## config.mk

```make
export PLATFORM = sky130hd
export DESIGN_NAME = tmr_fault_monitor
export DESIGN_NICKNAME = d
export VERILOG_FILES = /design/src/rtl/tmr_pkg.sv /design/src/rtl/tmr_channel_fsm.sv /design/src/rtl/tmr_fault_monitor.sv
export SDC_FILE = /design/constraint.sdc
export NUM_CORES = 1
export LEC_CHECK = 0
export BUFFER_PORTS_ARGS = -buffer_cell sky130_fd_sc_hd__buf_2
export CAP_MARGIN = 5
export CORE_MARGIN = 8
export CORE_UTILIZATION = 59
export DETAILED_ROUTE_END_ITERATION = 10
export PLACE_DENSITY = 0.83
export SLEW_MARGIN = 40
export SYNTH_ARGS = -nofsm -noshare
export SYNTH_HDL_FRONTEND = slang
export SYNTH_SLANG_ARGS = --single-unit
```

## constraint.sdc

```tcl
create_clock -name clk -period 2.7 [get_ports clk]
set_clock_uncertainty 0.1 [all_clocks]
set_input_delay 0.405 -clock clk [delete_from_list [all_inputs] [get_ports clk]]
set_output_delay 0.405 -clock clk [all_outputs]
set_load 0.1 [all_outputs]
```

## src/rtl/tmr_pkg.sv

```systemverilog
// Shared encodings for the TMR fault monitor: channel and clear-handshake states, channel indices.
// Pure declarations; no latency or backpressure of its own.
package tmr_pkg;

  typedef enum logic [1:0] {
    HEALTHY = 2'd0,
    SUSPECT = 2'd1,
    FAULTY  = 2'd2
  } ch_state_e;

  typedef enum logic {
    IDLE = 1'b0,
    ACK  = 1'b1
  } clr_state_e;

  localparam int CH_A = 0;
  localparam int CH_B = 1;
  localparam int CH_C = 2;

  function automatic logic two_or_more(input logic [2:0] f);
    return (f[0] & f[1]) | (f[1] & f[2]) | (f[0] & f[2]);
  endfunction

endpackage

```

## src/rtl/tmr_channel_fsm.sv

```systemverilog
// One replica's HEALTHY/SUSPECT/FAULTY tracker with a consecutive-mismatch run counter.
// 1-cycle latency from sample to flags; never stalls, clear overrides any sample.
module tmr_channel_fsm
  import tmr_pkg::*;
#(
  parameter int MISMATCH_LIMIT = 4,
  parameter int RUN_W          = 4
) (
  input  logic clk,
  input  logic rst_n,
  input  logic smp_vld_i,
  input  logic mis_i,
  input  logic clr_i,
  output logic suspect_o,
  output logic fault_o,
  output logic fault_nxt_o
);

  localparam logic [RUN_W-1:0] LIMIT = RUN_W'(MISMATCH_LIMIT);
  localparam logic [RUN_W-1:0] ONE   = {{(RUN_W-1){1'b0}}, 1'b1};

  ch_state_e        state_q, state_d;
  logic [RUN_W-1:0] run_q, run_d;
  logic [RUN_W-1:0] run_inc;

  assign run_inc = run_q + ONE;

  always_ff @(posedge clk) begin
    if (!rst_n) begin
      state_q <= HEALTHY;
      run_q   <= '0;
    end else begin
      state_q <= state_d;
      run_q   <= run_d;
    end
  end

  always_comb begin
    state_d = state_q;
    run_d   = run_q;
    if (clr_i) begin
      state_d = HEALTHY;
      run_d   = '0;
    end else if (mis_i) begin
      case (state_q)
        HEALTHY: begin
          run_d   = ONE;
          state_d = (LIMIT == ONE) ? FAULTY : SUSPECT;
        end
        SUSPECT: begin
          run_d = run_inc;
          if (run_inc == LIMIT) state_d = FAULTY;
        end
        default: ;
      endcase
    end else if (smp_vld_i && state_q == SUSPECT) begin
      // A single matching sample breaks the run.
      state_d = HEALTHY;
      run_d   = '0;
    end
  end

  assign suspect_o   = (state_q == SUSPECT);
  assign fault_o     = (state_q == FAULTY);
  assign fault_nxt_o = (state_d == FAULTY);

endmodule

```

## src/rtl/tmr_fault_monitor.sv

```systemverilog
// Per-channel disagreement monitor behind a TMR voter; all outputs registered, 1-cycle latency, never stalls.
// Optional TMR_VOTER_CHECK_EN adds a sticky voter_err that rejects samples whose voted bit is not the majority.
module tmr_fault_monitor
  import tmr_pkg::*;
#(
  parameter int MISMATCH_LIMIT = 4,
  parameter int RUN_W          = 4,
  parameter int ERR_W          = 8
) (
  input  logic             clk,
  input  logic             rst_n,
  input  logic             in_valid,
  input  logic             a,
  input  logic             b,
  input  logic             c,
  input  logic             voted,
  input  logic             clr_req,
  output logic             clr_ack,
  output logic [2:0]       fault,
  output logic [2:0]       suspect,
  output logic             sys_fail,
  output logic [ERR_W-1:0] err_count
`ifdef TMR_VOTER_CHECK_EN
  ,
  output logic             voter_err
`endif
);

  clr_state_e       clr_state_q, clr_state_d;
  logic             clr_fire;
  logic             smp_vld;
  logic [2:0]       ch;
  logic [2:0]       mis;
  logic [2:0]       fault_nxt;
  logic             sys_fail_q;
  logic [ERR_W-1:0] err_q, err_d;

  assign ch       = {c, b, a};
  assign clr_fire = (clr_state_q == IDLE) && clr_req;

`ifdef TMR_VOTER_CHECK_EN
  logic maj, voter_bad, voter_err_q, voter_err_d;
  assign maj         = (a & b) | (b & c) | (a & c);
  assign voter_bad   = in_valid && (voted != maj);
  assign voter_err_d = clr_fire ? 1'b0 : (voter_err_q | voter_bad);
  assign smp_vld     = in_valid && !clr_fire && !voter_bad;
  assign voter_err   = voter_err_q;

  always_ff @(posedge clk) begin
    if (!rst_n) voter_err_q <= 1'b0;
    else        voter_err_q <= voter_err_d;
  end
`else
  assign smp_vld = in_valid && !clr_fire;
`endif

  assign mis = {3{smp_vld}} & (ch ^ {3{voted}});

  always_comb begin
    clr_state_d = clr_state_q;
    case (clr_state_q)
      IDLE:    if (clr_req)  clr_state_d = ACK;
      ACK:     if (!clr_req) clr_state_d = IDLE;
      default: clr_state_d = IDLE;
    endcase
  end

  always_comb begin
    err_d = err_q;
    if (clr_fire)                            err_d = '0;
    else if (|mis && err_q != {ERR_W{1'b1}}) err_d = err_q + {{(ERR_W-1){1'b0}}, 1'b1};
  end

  always_ff @(posedge clk) begin
    if (!rst_n) begin
      clr_state_q <= IDLE;
      err_q       <= '0;
      sys_fail_q  <= 1'b0;
    end else begin
      clr_state_q <= clr_state_d;
      err_q       <= err_d;
      sys_fail_q  <= two_or_more(fault_nxt);
    end
  end

  tmr_channel_fsm #(.MISMATCH_LIMIT(MISMATCH_LIMIT), .RUN_W(RUN_W)) u_ch_a (
    .clk(clk), .rst_n(rst_n), .smp_vld_i(smp_vld), .mis_i(mis[CH_A]), .clr_i(clr_fire),
    .suspect_o(suspect[CH_A]), .fault_o(fault[CH_A]), .fault_nxt_o(fault_nxt[CH_A])
  );

  tmr_channel_fsm #(.MISMATCH_LIMIT(MISMATCH_LIMIT), .RUN_W(RUN_W)) u_ch_b (
    .clk(clk), .rst_n(rst_n), .smp_vld_i(smp_vld), .mis_i(mis[CH_B]), .clr_i(clr_fire),
    .suspect_o(suspect[CH_B]), .fault_o(fault[CH_B]), .fault_nxt_o(fault_nxt[CH_B])
  );

  tmr_channel_fsm #(.MISMATCH_LIMIT(MISMATCH_LIMIT), .RUN_W(RUN_W)) u_ch_c (
    .clk(clk), .rst_n(rst_n), .smp_vld_i(smp_vld), .mis_i(mis[CH_C]), .clr_i(clr_fire),
    .suspect_o(suspect[CH_C]), .fault_o(fault[CH_C]), .fault_nxt_o(fault_nxt[CH_C])
  );

  assign clr_ack   = (clr_state_q == ACK);
  assign sys_fail  = sys_fail_q;
  assign err_count = err_q;

endmodule

```

; ---- Yosys cells after proc, flatten, opt, wreduce, memory -nomap -nowiden
; Cells that the tools add are included.
[totals]
reg_bits = 28
inputBits = 8
output_inout_bits = 16
elab_cells = 81
[classes]
addsub = 4
n_eq_ne = 16
muxes = 25
bitwise_logic = 9
reduce_logical = 18
[op_table]
columns = operator, count
row1 = $mux W2, 12
row2 = $mux W4, 6
row3 = $pmux W4 S2, 3
row4 = $add A4 B1 Y4 const B, 3
row5 = $eq A2 B2 Y1 const B, 6
row6 = $eq A4 B3 Y1 const B, 3
row7 = $pmux W2 S2, 3
row8 = $ne A3 B1 Y1 const B, 3
row9 = $add A8 B1 Y8 const B, 1
row10 = $ne A8 B8 Y1 const B, 1
row11 = $eq A2 B1 Y1 const B, 3
row12 = $logic_and A1 B1 Y1, 6
row13 = $logic_not A2 Y1, 3
row14 = $reduce_and A2 Y1, 3
row15 = $reduce_bool A2 Y1, 3
row16 = $and A1 B1 Y1, 3
row17 = $and A3 B3 Y3, 1
row18 = $reduce_or A3 Y1, 1
row19 = $xor A3 B3 Y3, 1
row20 = $not A1 Y1, 2
row21 = $or A1 B1 Y1, 2
row22 = $reduce_or A2 Y1, 1
row23 = $logic_not A1 Y1, 1
row24 = $mux W1, 1

; ---- Logic depth before layout (Yosys ltp)
[depth]
depth_word = 12
depth_mapped = 6
mapped_depth_nobuf = 6

; ---- Modules after synthesis
; From an unflattened synthesis, not the netlist that was laid out.
[unflattened]
hier_cells = 191
hier_area_um2 = 1710.4
[modules_own_cells]
columns = module, instances, cells_each, area_per_inst_um2, seq_area_each_um2
row1 = tmr_channel_fsm, 3, 41, 379.1, 120.1
row2 = tmr_fault_monitor, 1, 68, 573.0, 200.2

; ---- Worst setup path before layout
; Ideal clock, no wire load.
[synth_timing]
path_kind = register to register
from = register clr_state_q, in the netlist clr_ack
to = register sys_fail_q, in the netlist sys_fail
setup_ns = 0.071
t_arrival_ns = 2.144
required_ns = 2.529
path_slack_ns = 0.384
stages_incl_launch_ff = 7
n_path_buf = 1
period_less_slack_ns = 2.316
path_cell_list = dfxtp_1 nand2b_1 buf_1 nand4_1 nor3_1 o32ai_1 a21oi_1
[synth_between]
elab_chain_cells = 12
elab_cells_between_ends = 25
classes_between = eq/ne: 3 / mux: 9 / bitwise: 7 / reduce/logical: 6
[synth_rtl]
columns = element, line
row1 = from (decl), tmr_fault_monitor.sv:29  ; clr_state_e clr_state_q, clr_state_d;
row2 = from (signal assigned), tmr_fault_monitor.sv:80  ; clr_state_q <= clr_state_d;
row3 = $not A1 Y1 (*), n/a
row4 = $logic_and A1 B1 Y1 (*), tmr_fault_monitor.sv:39  ; assign clr_fire = (clr_state_q == IDLE) && clr_req;
row5 = $logic_not A1 Y1, tmr_fault_monitor.sv:54  ; assign smp_vld = in_valid && !clr_fire;
row6 = $logic_and A1 B1 Y1, tmr_fault_monitor.sv:54
row7 = $logic_and A1 B1 Y1, tmr_channel_fsm.sv:56  ; end else if (smp_vld_i && state_q == SUSPECT) begin
row8 = $mux W2, tmr_channel_fsm.sv:56
row9 = $mux W2, tmr_channel_fsm.sv:44  ; end else if (mis_i) begin
row10 = $mux W2, tmr_channel_fsm.sv:41  ; if (clr_i) begin
row11 = $eq A2 B2 Y1, tmr_channel_fsm.sv:65  ; assign fault_nxt_o = (state_d == FAULTY);
row12 = $and A1 B1 Y1, tmr_pkg.sv:21  ; return (f[0] & f[1]) | (f[1] & f[2]) | (f[0] & f[2]);
row13 = $or A1 B1 Y1, tmr_pkg.sv:21
row14 = $or A1 B1 Y1 (*), tmr_pkg.sv:21
row15 = to (signal assigned), tmr_fault_monitor.sv:82  ; sys_fail_q <= two_or_more(fault_nxt);
row16 = to (decl), tmr_fault_monitor.sv:35  ; logic sys_fail_q;
; Mark *: on every way between the ends. The rest lies on a longest branch, timed or not.
; A chain may end at the register's enable or synchronous reset.

; ---- Worst setup path in the final report
[layout_timing]
from = register u_ch_b.state_q[1]
to = output fault[1]
[layout_between]
elab_chain_cells = 1
[layout_rtl]
columns = element, line
row1 = from (decl), tmr_channel_fsm.sv:22  ; ch_state_e state_q, state_d;
row2 = from (signal assigned), tmr_channel_fsm.sv:33  ; state_q <= state_d;
row3 = $eq A2 B2 Y1, tmr_channel_fsm.sv:64  ; assign fault_o = (state_q == FAULTY);
row4 = to (decl), tmr_fault_monitor.sv:19  ; output logic [2:0] fault,
; No other way between the ends.

==> run_results.csv <==
group,metric,value,unit
setup_path,path_cells,"inv_1, nor2_1, buf_2",
global_routing,grt_max_degree,16,
floorplanning,die_x,66.6,um
detailed_routing,post_drt_wl_per_cell,13.4,um
detailed_routing,drt_iter0_drc,90,
timing,fin_setup_tns,0,ps
setup_path,critical_path.max_stage_delay,480,ps
clocking,cts_resized,0,
detailed_routing,dr.pass1.iters,4,
finish,most-common-layout-cells,"28 x nor2_1, 28 x dfxtp_1, 23 x buf_2",
synth,syn_area,1510,um2
finish,antenna_cells,0,
synth,ys.flop_type,"dfxtp_1",
pwr,p_per_area,439,nW/um2
synth,synth_area_leader_cell,"dfxtp_1",
setup_path,worstSetupPathType,"reg -> out",
pwr,ir_drop,0.326,mV
synth,syn_avg_cell_area,8.03,um2
clocking,cts-htree-levels,1,
synth,synthArstFlopShare,0,%
timing,post-route-min-period,2020,ps
timing,tightest_slew,499,ps
floorplanning,die_area,4430,um2
clocking,post_cts_buffers,0,
synth,synth_edf_count,0,
setup_path,end_kind,"primary output",
timing,hold_violations,0,
detailed_routing,drc,0,
detailed_routing,routed-via-count,1346,
clocking,ctsHoldBuffers,0,
detailed_routing,ant_nets,0,
global_routing,grt_pass1_wl,5.31,mm
pwr,pwr-share-comb,13.0,%
placement,dp_cells,232,
pwr,seqPwrFrac,58.9,%
clocking,clkLatencyLatePin,330,ps
timing,final_max_slew_viol_count,0,
timing,max_slew_margin,66.7,%
synth,synth_top_area_share,37.1,%
pwr,p_sw,197,uW
clocking,ctsLongestPathBuffers,2,
synth,syn_inst,188,
floorplanning,boundaryPins,24,
placement,place.gp.congestion,0.823,
synth,syn_nets,203,
synth,ys_ff_latch,28,
clocking,numCtsBuffers,3,
finish,area.growth.synth_to_final,9.20,%
setup_path,worst-endpoint-arrival,1510,ps
setup_path,critPathMaxFanout,8,
detailed_routing,via_per_inst,5.70,
timing,finalCritPeriodShare,74.7,%
placement,portBuffers,23,
timing,setup_viol,0,
finish,finalNonFillerCells,236,
pwr,static-leakage-power,0.000655,uW
clocking,cts_tree,"yes",
clocking,cts-root-buf,"clkbuf_4",
floorplanning,num_rows,18,
outcome,outcome,"finished, final reports clean",
setup_path,slowest_stage,"dfxtp_1",
detailed_routing,wl,3.16,mm
synth,netlist_top_cells_area,"dfxtp_1 37%, nor2_1 7.0%, ha_1 5.8%",
flow_run,maxCapViolations,0,
pwr,intPower,527,uW
clocking,cts_sinks,28,
global_routing,gr-total-overflow,0,
floorplanning,fp.dieH,66.6,um
finish,fillers,225,
hold_path,hold_class,"in -> reg",
floorplanning,start_util,61.5,%
finish,drive_gt1_share,14.6,%
global_routing,grt_pass1_vias,1281,
clocking,clk_pin_slew_worst_paths,150,ps
synth,yosysWarningCount,0,
global_routing,track_usage,14.7,%
finish,fin_nets,222,
timing,fmax,496,MHz
synth,yosysSeqAreaShare,37.1,%
global_routing,antenna_found_initial,0,
setup_path,required,2190,ps
setup_path,critPathLaunchType,"register",
placement,dp_hpwl,2.43,mm
floorplanning,core,2450,um2
pwr,clkPwrFrac,28.1,%
pwr,switching_share,27.2,%
synth,yosysUniqueCellTypes,32,
timing,rsz0062_at_grt,"no",
logic make-up after synthesis:
group | Yosys count | synth area share [%]
XOR/XNOR | 12 | 6.96
AO/OA/AOI/OAI | 44 | 18.8
buffers and inverters | 20 | 6.54
AND/OR/NAND/NOR | 77 | 24.8
adder cells (fa/ha/maj) | 7 | 5.80
flip-flops | 28 | 37.1
layout make-up:
type	count	area (um2)	area share, %
tap	30	37.5	2.28
multi-input combinational	140	851	51.6
sequential	28	561	34.0
inverter	9	33.8	2.05
clock buffer	4	36.3	2.20
timing repair buffer	25	130	7.89
power groups by stage:
stage	combinational, uW	sequential (uW)	clock [uW]
after floorplan	58.6	449	0
after global placement	91.7	435	0
after detailed placement	93.9	435	0
after CTS	94.4	426	209
after global routing	102	427	222
final	94.5	426	203
cell usage after synthesis (5+ instances only):
library cell,number
dfxtp_1,28
nor2_1,28
a21oi_1,14
nand3_1,11
inv_1,9
o21ai_0,9
nand2_1,8
nor2b_1,8
xnor2_1,8
ha_1,7
buf_4,6
nor4_1,6
a211oi_1,5
nor3_1,5
routing by layer:
layer | vias to the layer above | track usage (%) | routed length [um]
met5 | - | 0 | 0
met4 | 0 | 7.47 | 44
met3 | 4 | 2.68 | 172
met2 | 26 | 24.5 | 1450
met1 | 617 | 17.5 | 1490
li1 | 699 | - | -
critical path, delay by kind of cell, from the launching register on:
family | cells | cell delay [ps]
DFF | 1 | 480
and+or+nand+nor | 1 | 160
buffers and inverters | 2 | 540
flip-flops by register name (all words and copies together) (netlist names):
| register | cells |
|---|---|
| u_ch_b.state_q | 2 |
| u_ch_a.state_q | 2 |
| err_count | 8 |
| clr_ack | 1 |
| u_ch_a.run_q | 4 |
| u_ch_c.run_q | 4 |
| u_ch_b.run_q | 4 |
| u_ch_c.state_q | 2 |
| sys_fail | 1 |
metrics by stage:
step	power (uW)	hold WS (ps)	util [%]	setup WS, ps	cell area, um2
floorplan	507	371	-	384	1510
global placement	526	391	65.7	762	1610
detailed placement	529	403	65.7	699	1610
CTS	729	194	67.2	682	1650
global route	751	208	67.2	564	1650
finish	724	201	67.2	684	1650
worst paths after layout:
check,startpoint,to,slack (ps),depth (start not counted)
worst max-delay path,u_ch_b.state_q[1],fault[1],680,3
worst min-delay path,rst_n,clr_ack,200,2
worst max register to register,clr_ack,err_count[4],820,6
worst min register to register,u_ch_c.run_q[3],u_ch_c.run_q[3],430,2
(Power assumes the default switching activity.)
